File: config.mk
export PLATFORM = sky130hd
export DESIGN_NAME = psram_spi_ctrl
export DESIGN_NICKNAME = d
export VERILOG_FILES = /design/src/rtl/psram_spi_ctrl.sv
export SDC_FILE = /design/constraint.sdc
export NUM_CORES = 1
export LEC_CHECK = 0
export BUFFER_PORTS_ARGS = -buffer_cell sky130_fd_sc_hd__buf_2
export CAP_MARGIN = 20
export CORE_MARGIN = 2
export CORE_UTILIZATION = 57
export DETAILED_ROUTE_END_ITERATION = 12
export PLACE_DENSITY = 0.8
export SYNTH_ARGS = -nofsm -noshare
export SYNTH_HDL_FRONTEND = slang
export SYNTH_SLANG_ARGS = --single-unit
File: constraint.sdc
create_clock -name sys_clk -period 2.4 [get_ports sys_clk]
set_input_delay 0.24 -clock sys_clk [delete_from_list [all_inputs] [get_ports sys_clk]]
set_output_delay 0.24 -clock sys_clk [all_outputs]
set_load 0.02 [all_outputs]
File: src/rtl/psram_spi_ctrl.sv
// psram_spi_ctrl
//   SPI-mode (single bit, mode 0) controller for the board serial PSRAM.
//   After reset: POR wait, Reset Enable (0x66), Reset (0x99), optional Read ID
//   (0x9F), then serves single read (0x03) / write (0x02) bursts of
//   BURST_BYTES bytes from a valid/ready command port.
//
//   Optional feature macro: PSRAM_READ_ID_EN (adds the RDID step to init and
//   drives id_mf / id_kgd from the device; otherwise they are tied to zero).
//
// Ports
//   sys_clk, sys_reset_n        clock, async active-low reset
//   init_done                   power-up sequence complete
//   cmd_valid/cmd_ready         command handshake
//   cmd_write/cmd_addr/cmd_wdata  command fields (byte 0 = bits [7:0], sent first)
//   rsp_valid/rsp_rdata         one-cycle read response, data held until next read
//   id_valid/id_mf/id_kgd       device ID fields
//   psram_ce_n/sck/mosi/miso    SPI pins (SCK = sys_clk/2, idle low)

module psram_spi_ctrl #(
  parameter int BURST_BYTES = 4,
  parameter int POR_WAIT    = 15000,
  parameter int CEH_CYCLES  = 2
) (
  input  logic                     sys_clk,
  input  logic                     sys_reset_n,
  output logic                     init_done,
  input  logic                     cmd_valid,
  output logic                     cmd_ready,
  input  logic                     cmd_write,
  input  logic [23:0]              cmd_addr,
  input  logic [8*BURST_BYTES-1:0] cmd_wdata,
  output logic                     rsp_valid,
  output logic [8*BURST_BYTES-1:0] rsp_rdata,
  output logic                     id_valid,
  output logic [7:0]               id_mf,
  output logic [7:0]               id_kgd,
  output logic                     psram_ce_n,
  output logic                     psram_sck,
  output logic                     psram_mosi,
  input  logic                     psram_miso
);

  localparam int DW      = 8 * BURST_BYTES;
  localparam int SH_W    = 32 + DW;               // cmd + addr + data
  localparam int IN_W    = (DW > 16) ? DW : 16;   // room for the 2 ID bytes
  localparam int CNT_MAX = (POR_WAIT > CEH_CYCLES) ? POR_WAIT : CEH_CYCLES;
  localparam int CNT_W   = $clog2(CNT_MAX + 1);

  localparam logic [CNT_W-1:0] POR_LAST  = CNT_W'(POR_WAIT - 1);
  localparam logic [CNT_W-1:0] CEH_LAST  = CNT_W'(CEH_CYCLES - 1);
  localparam logic [7:0]       DATA_LAST = 8'(DW - 1);

  localparam logic [7:0] OP_RSTEN = 8'h66;
  localparam logic [7:0] OP_RST   = 8'h99;
  localparam logic [7:0] OP_WRITE = 8'h02;
  localparam logic [7:0] OP_READ  = 8'h03;
`ifdef PSRAM_READ_ID_EN
  localparam logic [7:0] OP_RDID  = 8'h9F;
`endif

  typedef enum logic [3:0] {
    S_POR, S_RSTEN, S_GAP1, S_RST, S_GAP2, S_RDID, S_IDLE,
    S_CMD, S_ADDR, S_WR, S_RD, S_CEH
  } state_t;

  state_t           state;
  logic [CNT_W-1:0] cnt;
  logic [7:0]       bit_cnt;    // bits left in the current segment, minus one
  logic [SH_W-1:0]  sh_out;     // MSB is the bit on the wire
  logic [IN_W-1:0]  sh_in;
  logic             wr_q;
  logic             in_xfer;
  logic [7:0]       xfer_op;
  logic [DW-1:0]    wd_sw;

  assign cmd_ready  = (state == S_IDLE) && init_done;
  assign id_valid   = init_done;
  assign psram_mosi = sh_out[SH_W-1];
  assign in_xfer    = state inside {S_RSTEN, S_RST, S_RDID, S_CMD, S_ADDR, S_WR, S_RD};
  assign xfer_op    = cmd_write ? OP_WRITE : OP_READ;

  // Byte 0 goes out first, so it lands at the top of the shift register.
  always_comb begin
    wd_sw = '0;
    for (int i = 0; i < BURST_BYTES; i++)
      wd_sw[8*(BURST_BYTES-1-i) +: 8] = cmd_wdata[8*i +: 8];
  end

`ifndef PSRAM_READ_ID_EN
  assign id_mf  = 8'h00;
  assign id_kgd = 8'h00;
`endif

  always_ff @(posedge sys_clk or negedge sys_reset_n) begin
    if (!sys_reset_n) begin
      state      <= S_POR;
      cnt        <= '0;
      bit_cnt    <= '0;
      sh_out     <= '0;
      sh_in      <= '0;
      wr_q       <= 1'b0;
      init_done  <= 1'b0;
      rsp_valid  <= 1'b0;
      rsp_rdata  <= '0;
      psram_ce_n <= 1'b1;
      psram_sck  <= 1'b0;
`ifdef PSRAM_READ_ID_EN
      id_mf      <= 8'h00;
      id_kgd     <= 8'h00;
`endif
    end else begin
      rsp_valid <= 1'b0;
      if (in_xfer) begin
        if (!psram_sck) begin
          // phase A -> B: this edge raises SCK, device data is valid now
          psram_sck <= 1'b1;
          sh_in     <= {sh_in[IN_W-2:0], psram_miso};
        end else if (bit_cnt != 8'd0) begin
          psram_sck <= 1'b0;
          bit_cnt   <= bit_cnt - 1'b1;
          sh_out    <= sh_out << 1;
        end else begin
          case (state)
            S_CMD: begin
              state     <= S_ADDR;
              bit_cnt   <= 8'd23;
              psram_sck <= 1'b0;
              sh_out    <= sh_out << 1;
            end
            S_ADDR: begin
              state     <= wr_q ? S_WR : S_RD;
              bit_cnt   <= DATA_LAST;
              psram_sck <= 1'b0;
              sh_out    <= sh_out << 1;
            end
            default: begin
              // last bit done: release CE# with SCK already low
              psram_sck  <= 1'b0;
              psram_ce_n <= 1'b1;
              sh_out     <= '0;
              cnt        <= '0;
              case (state)
                S_RSTEN: state <= S_GAP1;
                S_RST:   state <= S_GAP2;
                S_RD: begin
                  state     <= S_CEH;
                  rsp_valid <= 1'b1;
                  // first received byte sits highest in sh_in
                  for (int i = 0; i < BURST_BYTES; i++)
                    rsp_rdata[8*i +: 8] <= sh_in[8*(BURST_BYTES-1-i) +: 8];
                end
`ifdef PSRAM_READ_ID_EN
                S_RDID: begin
                  state  <= S_CEH;
                  id_mf  <= sh_in[15:8];
                  id_kgd <= sh_in[7:0];
                end
`endif
                default: state <= S_CEH;
              endcase
            end
          endcase
        end
      end else begin
        case (state)
          S_POR: begin
            if (cnt == POR_LAST) begin
              state      <= S_RSTEN;
              bit_cnt    <= 8'd7;
              sh_out     <= {OP_RSTEN, {(SH_W-8){1'b0}}};
              psram_ce_n <= 1'b0;
            end else begin
              cnt <= cnt + 1'b1;
            end
          end
          S_GAP1: begin
            if (cnt == CEH_LAST) begin
              state      <= S_RST;
              bit_cnt    <= 8'd7;
              sh_out     <= {OP_RST, {(SH_W-8){1'b0}}};
              psram_ce_n <= 1'b0;
            end else begin
              cnt <= cnt + 1'b1;
            end
          end
          S_GAP2: begin
            if (cnt == CEH_LAST) begin
`ifdef PSRAM_READ_ID_EN
              // 0x9F, 24 zero address bits, 2 ID bytes
              state      <= S_RDID;
              bit_cnt    <= 8'd47;
              sh_out     <= {OP_RDID, {(SH_W-8){1'b0}}};
              psram_ce_n <= 1'b0;
`else
              state      <= S_IDLE;
              init_done  <= 1'b1;
`endif
            end else begin
              cnt <= cnt + 1'b1;
            end
          end
          S_CEH: begin
            if (cnt == CEH_LAST) begin
              state     <= S_IDLE;
              init_done <= 1'b1;
            end else begin
              cnt <= cnt + 1'b1;
            end
          end
          S_IDLE: begin
            if (cmd_valid && cmd_ready) begin
              state      <= S_CMD;
              wr_q       <= cmd_write;
              bit_cnt    <= 8'd7;
              sh_out     <= {xfer_op, cmd_addr, cmd_write ? wd_sw : {DW{1'b0}}};
              psram_ce_n <= 1'b0;
              psram_sck  <= 1'b0;
            end
          end
          default: ;
        endcase
      end
    end
  end

endmodule

==> metrics.md <==
| Metric | Value |
|---|---|
| Hold_ws | `0.0481 ns` |
| Worst Tran Pin Value | `0.657 ns` |
| Fmax achieved | `0.437 GHz` |
| CTS Sinks | `159` |
| Die height | `119 um` |
| Cell variety after synth | `63` |
| Lkg Pwr | `4.11 nW` |
| Cells after synthesis | `697` |
| Antenna Nets Post-Route | `0` |
| Hold Path Class | `input pin to register` |
| CORE AREA | `0.0127 mm^2` |
| # rows | `41` |
| Final period util | `95.4%` |
| Final Hold Fails | `0` |
| DRC | `0` |
| Max clock buf depth | `2` |
| Root Buffer | `clkbuf_16` |
| Mapped cell area | `0.00751 mm^2` |
| Dpl cells | `946` |
| Max-Cap Viols | `0` |
| Unrepaired setup endpoints after global routing | `false` |
| Initial Utilization | `59.0%` |
| Worst Reg2Reg Path Length in Cells | `6` |
| Non-Filler Instances | `979` |
| Final Net Count | `858` |
| Comb pwr share | `40.1%` |
| Final Instance Area | `0.00894 mm^2` |
| Hold Path End | `sh_in[0]$_DFFE_PN0P_` |
| # H-tree levels | `4` |
| First-pass GRT wire length | `28.4 mm` |
| Share of cells above drive strength 1 | `31.1%` |
| CP endpoint kind | `register` |
| Diode count | `0` |
| Synth Warn # | `0` |
| R2r startpoint | `cnt[0]$_DFFE_PN0P_` |
| Hpwl dp | `11.1 mm` |
| Tmin final | `2.29 ns` |
| GRT Total Usage | `24.8%` |
| Clock Latency Late Sink | `0.43 ns` |
| CP Data Arrival Time | `2.59 ns` |
| DR WL/cell | `17.5 um` |
| Hold_sp | `psram_miso` |
| Final wirelength | `17.1 mm` |
| Worst setup path class | `register to register` |
| FF-to-FF End | `cnt[8]$_DFFE_PN0P_` |
| Vias per cell | `6.10` |
| Register bit total from synthesis | `159` |
| Status | `finished clean` |
| Int Power | `0.00699 W` |
| TritonCTS buffer count | `17` |
| Via count of the first global-routing pass | `5804` |
| Async set-or-reset flop fraction in the synthesized netlist | `100%` |
| Sequential power share | `34.4%` |
| P per Cell Area | `1270 mW/mm^2` |
| Fillcell total | `942` |
| Area grow syn2layout | `19.1%` |
| Clock skew | `0.00869 ns` |
| Detailed Route Iter0 Violations | `734` |
| Clk pwr share | `25.4%` |
| Final setup vio count | `0` |
| R2r setup slk | `0.11 ns` |
| Initial antenna violation count | `0` |
| # IOs | `116` |
| RePlAce Congestion | `0.867` |
| Largest net degree at the start of global routing | `65` |
| Port-buffer cells | `99` |
| Setup TNS Final | `0 ns` |
| Via Count | `5969` |
| Post-route core utilization | `70.3%` |
| Post-DP Area | `0.00828 mm^2` |
| Mean Syn Cell Area | `10.8 um^2` |
| Die W | `119 um` |
| Worst-path clk slew | `0.06 ns` |
| Worst EP required | `2.71 ns` |
| Grt ovf | `0` |
| Slew Viols, Final | `0` |
| Ys flop type | `dfrtp_1` |
| Largest fanout on the critical path | `12` |
| CTS tree | `yes` |
| Post-synth EDFFs | `0` |
| Drt first pass iters | `6` |
| Psw | `0.00439 W` |
| Hold Crit Depth | `2` |
| Slew HR | `55.8%` |
| Peak VDD IR | `0.000625 V` |
| Die ar. | `0.0141 mm^2` |
| Sw Ratio | `38.5%` |
| Sequential-to-total area share from yosys stat | `53.0%` |
| Type of origin of the critical path | `register` |
-- worst max-delay path, cell delays in order (launching register included) --
cell and delay [ns]:
dfrtp_1 0.41, ha_1 0.24, and4_1 0.19, and4_1 0.24
a22o_1 0.23, or3_4 0.47, a221o_1 0.38
-- worst max-delay path by stage --
stage | from | end | cells after the start | slack, ns
final | cnt[0]$_DFFE_PN0P_ | cnt[8]$_DFFE_PN0P_ | 6 | 0.11
after detailed placement | cnt[1]$_DFFE_PN0P_ | sh_out[19]$_DFFE_PN0P_ | 8 | 0.11
after floorplan | cnt[0]$_DFFE_PN0P_ | cnt[12]$_DFFE_PN0P_ | 7 | 0.15
after global placement | cnt[0]$_DFFE_PN0P_ | cnt[7]$_DFFE_PN0P_ | 6 | 0.19
after global routing | state[0]$_DFFE_PN0P_ | sh_out[50]$_DFFE_PN0P_ | 7 | 0.001
after CTS | cnt[1]$_DFFE_PN0P_ | sh_out[50]$_DFFE_PN0P_ | 8 | 0.09
-- registers in the layout, indices dropped and copies added (netlist names) --
register,flops
wr_q,1
sh_out,64
state,4
psram_sck,1
psram_ce_n,1
cnt,14
rsp_valid,1
id_valid,1
bit_cnt,8
rsp_rdata,32
sh_in,32
-- through the flow --
step / setup slack (ns) / power, W
after floorplan: 0.154 / 0.00701
after global placement: 0.186 / 0.00824
after detailed placement: 0.114 / 0.00843
after CTS: 0.0913 / 0.0113
after global routing: 0.00145 / 0.0121
final: 0.111 / 0.0114
-- layout by cell type (no fill, tap or decap), types with 12 or more instances in the layout --
cell,instances
mux2_2,67
buf_4,29
conb_1,16
buf_2,98
a21oi_1,19
o31ai_1,12
nand2_1,25
clkbuf_16,17
dfrtp_1,158
nor3_1,19
nor2_1,20
o21ai_0,136
a22oi_1,55
-- layer usage --
metal	GRT usage (%)	share of wire, %	up-vias
li1	-	-	2765
met1	33.5	43	2971
met2	39.1	49	207
met3	5.65	6.1	26
met4	9.30	1.7	0
met5	0	0	-
-- cells in the mapped netlist (6+ instances only) --
cell type / number / area (um^2)
buf_1: 10 / 37.5
a221o_1: 8 / 80.1
a21oi_1: 20 / 100
mux2_2: 67 / 754
o21ai_0: 136 / 681
or3_1: 7 / 43.8
o31ai_1: 12 / 90.1
buf_4: 18 / 135
buf_2: 21 / 105
nand2_1: 25 / 93.8
nor2_1: 21 / 78.8
a22oi_1: 55 / 413
clkbuf_1: 19 / 71.3
inv_1: 6 / 22.5
dfrtp_1: 158 / 3950
nor3_1: 19 / 95.1
-- layout make-up --
| cell class | instances | area (um^2) | share of cell area (%) |
|---|---|---|---|
| sequential | 159 | 3980 | 44.5 |
| clock inverter | 12 | 181 | 2.03 |
| clock buffer | 20 | 457 | 5.11 |
| timing repair buffer | 135 | 850 | 9.50 |
| inverter | 6 | 22.5 | 0.252 |
| tap | 172 | 215 | 2.41 |
| multi-input combinational | 475 | 3240 | 36.2 |
-- logic make-up (layout without fill, tap and decap cells) --
group	after synthesis	in the layout	synth area share (%)
compound gates	265	265	21.7
xor+xnor	1	1	0.117
fa+ha+maj	4	4	0.633
buf+inv	78	173	5.30
flops	159	159	53.0
mux	67	67	10.1
other cells	1	16	0.0500
simple gates	122	122	9.15
-- power by group through the flow --
stage	combinational, W	sequential [W]	clock [W]
floorplan	0.00321	0.00380	0
global placement	0.00435	0.00389	0
detailed placement	0.00448	0.00394	0
CTS	0.00451	0.00391	0.00293
global route	0.00502	0.00400	0.00305
finish	0.00457	0.00392	0.00289
-- repair_timing --
item | 4_1_cts | 5_1_grt
endpoints found under the setup margin | 0 | 69
setup buffers | 0 | 0
endpoints found under the hold margin | 61 | 0
gates resized for setup | 0 | 3
hold buffers | 1 | 0
Power figures use the tool's default switching activity.
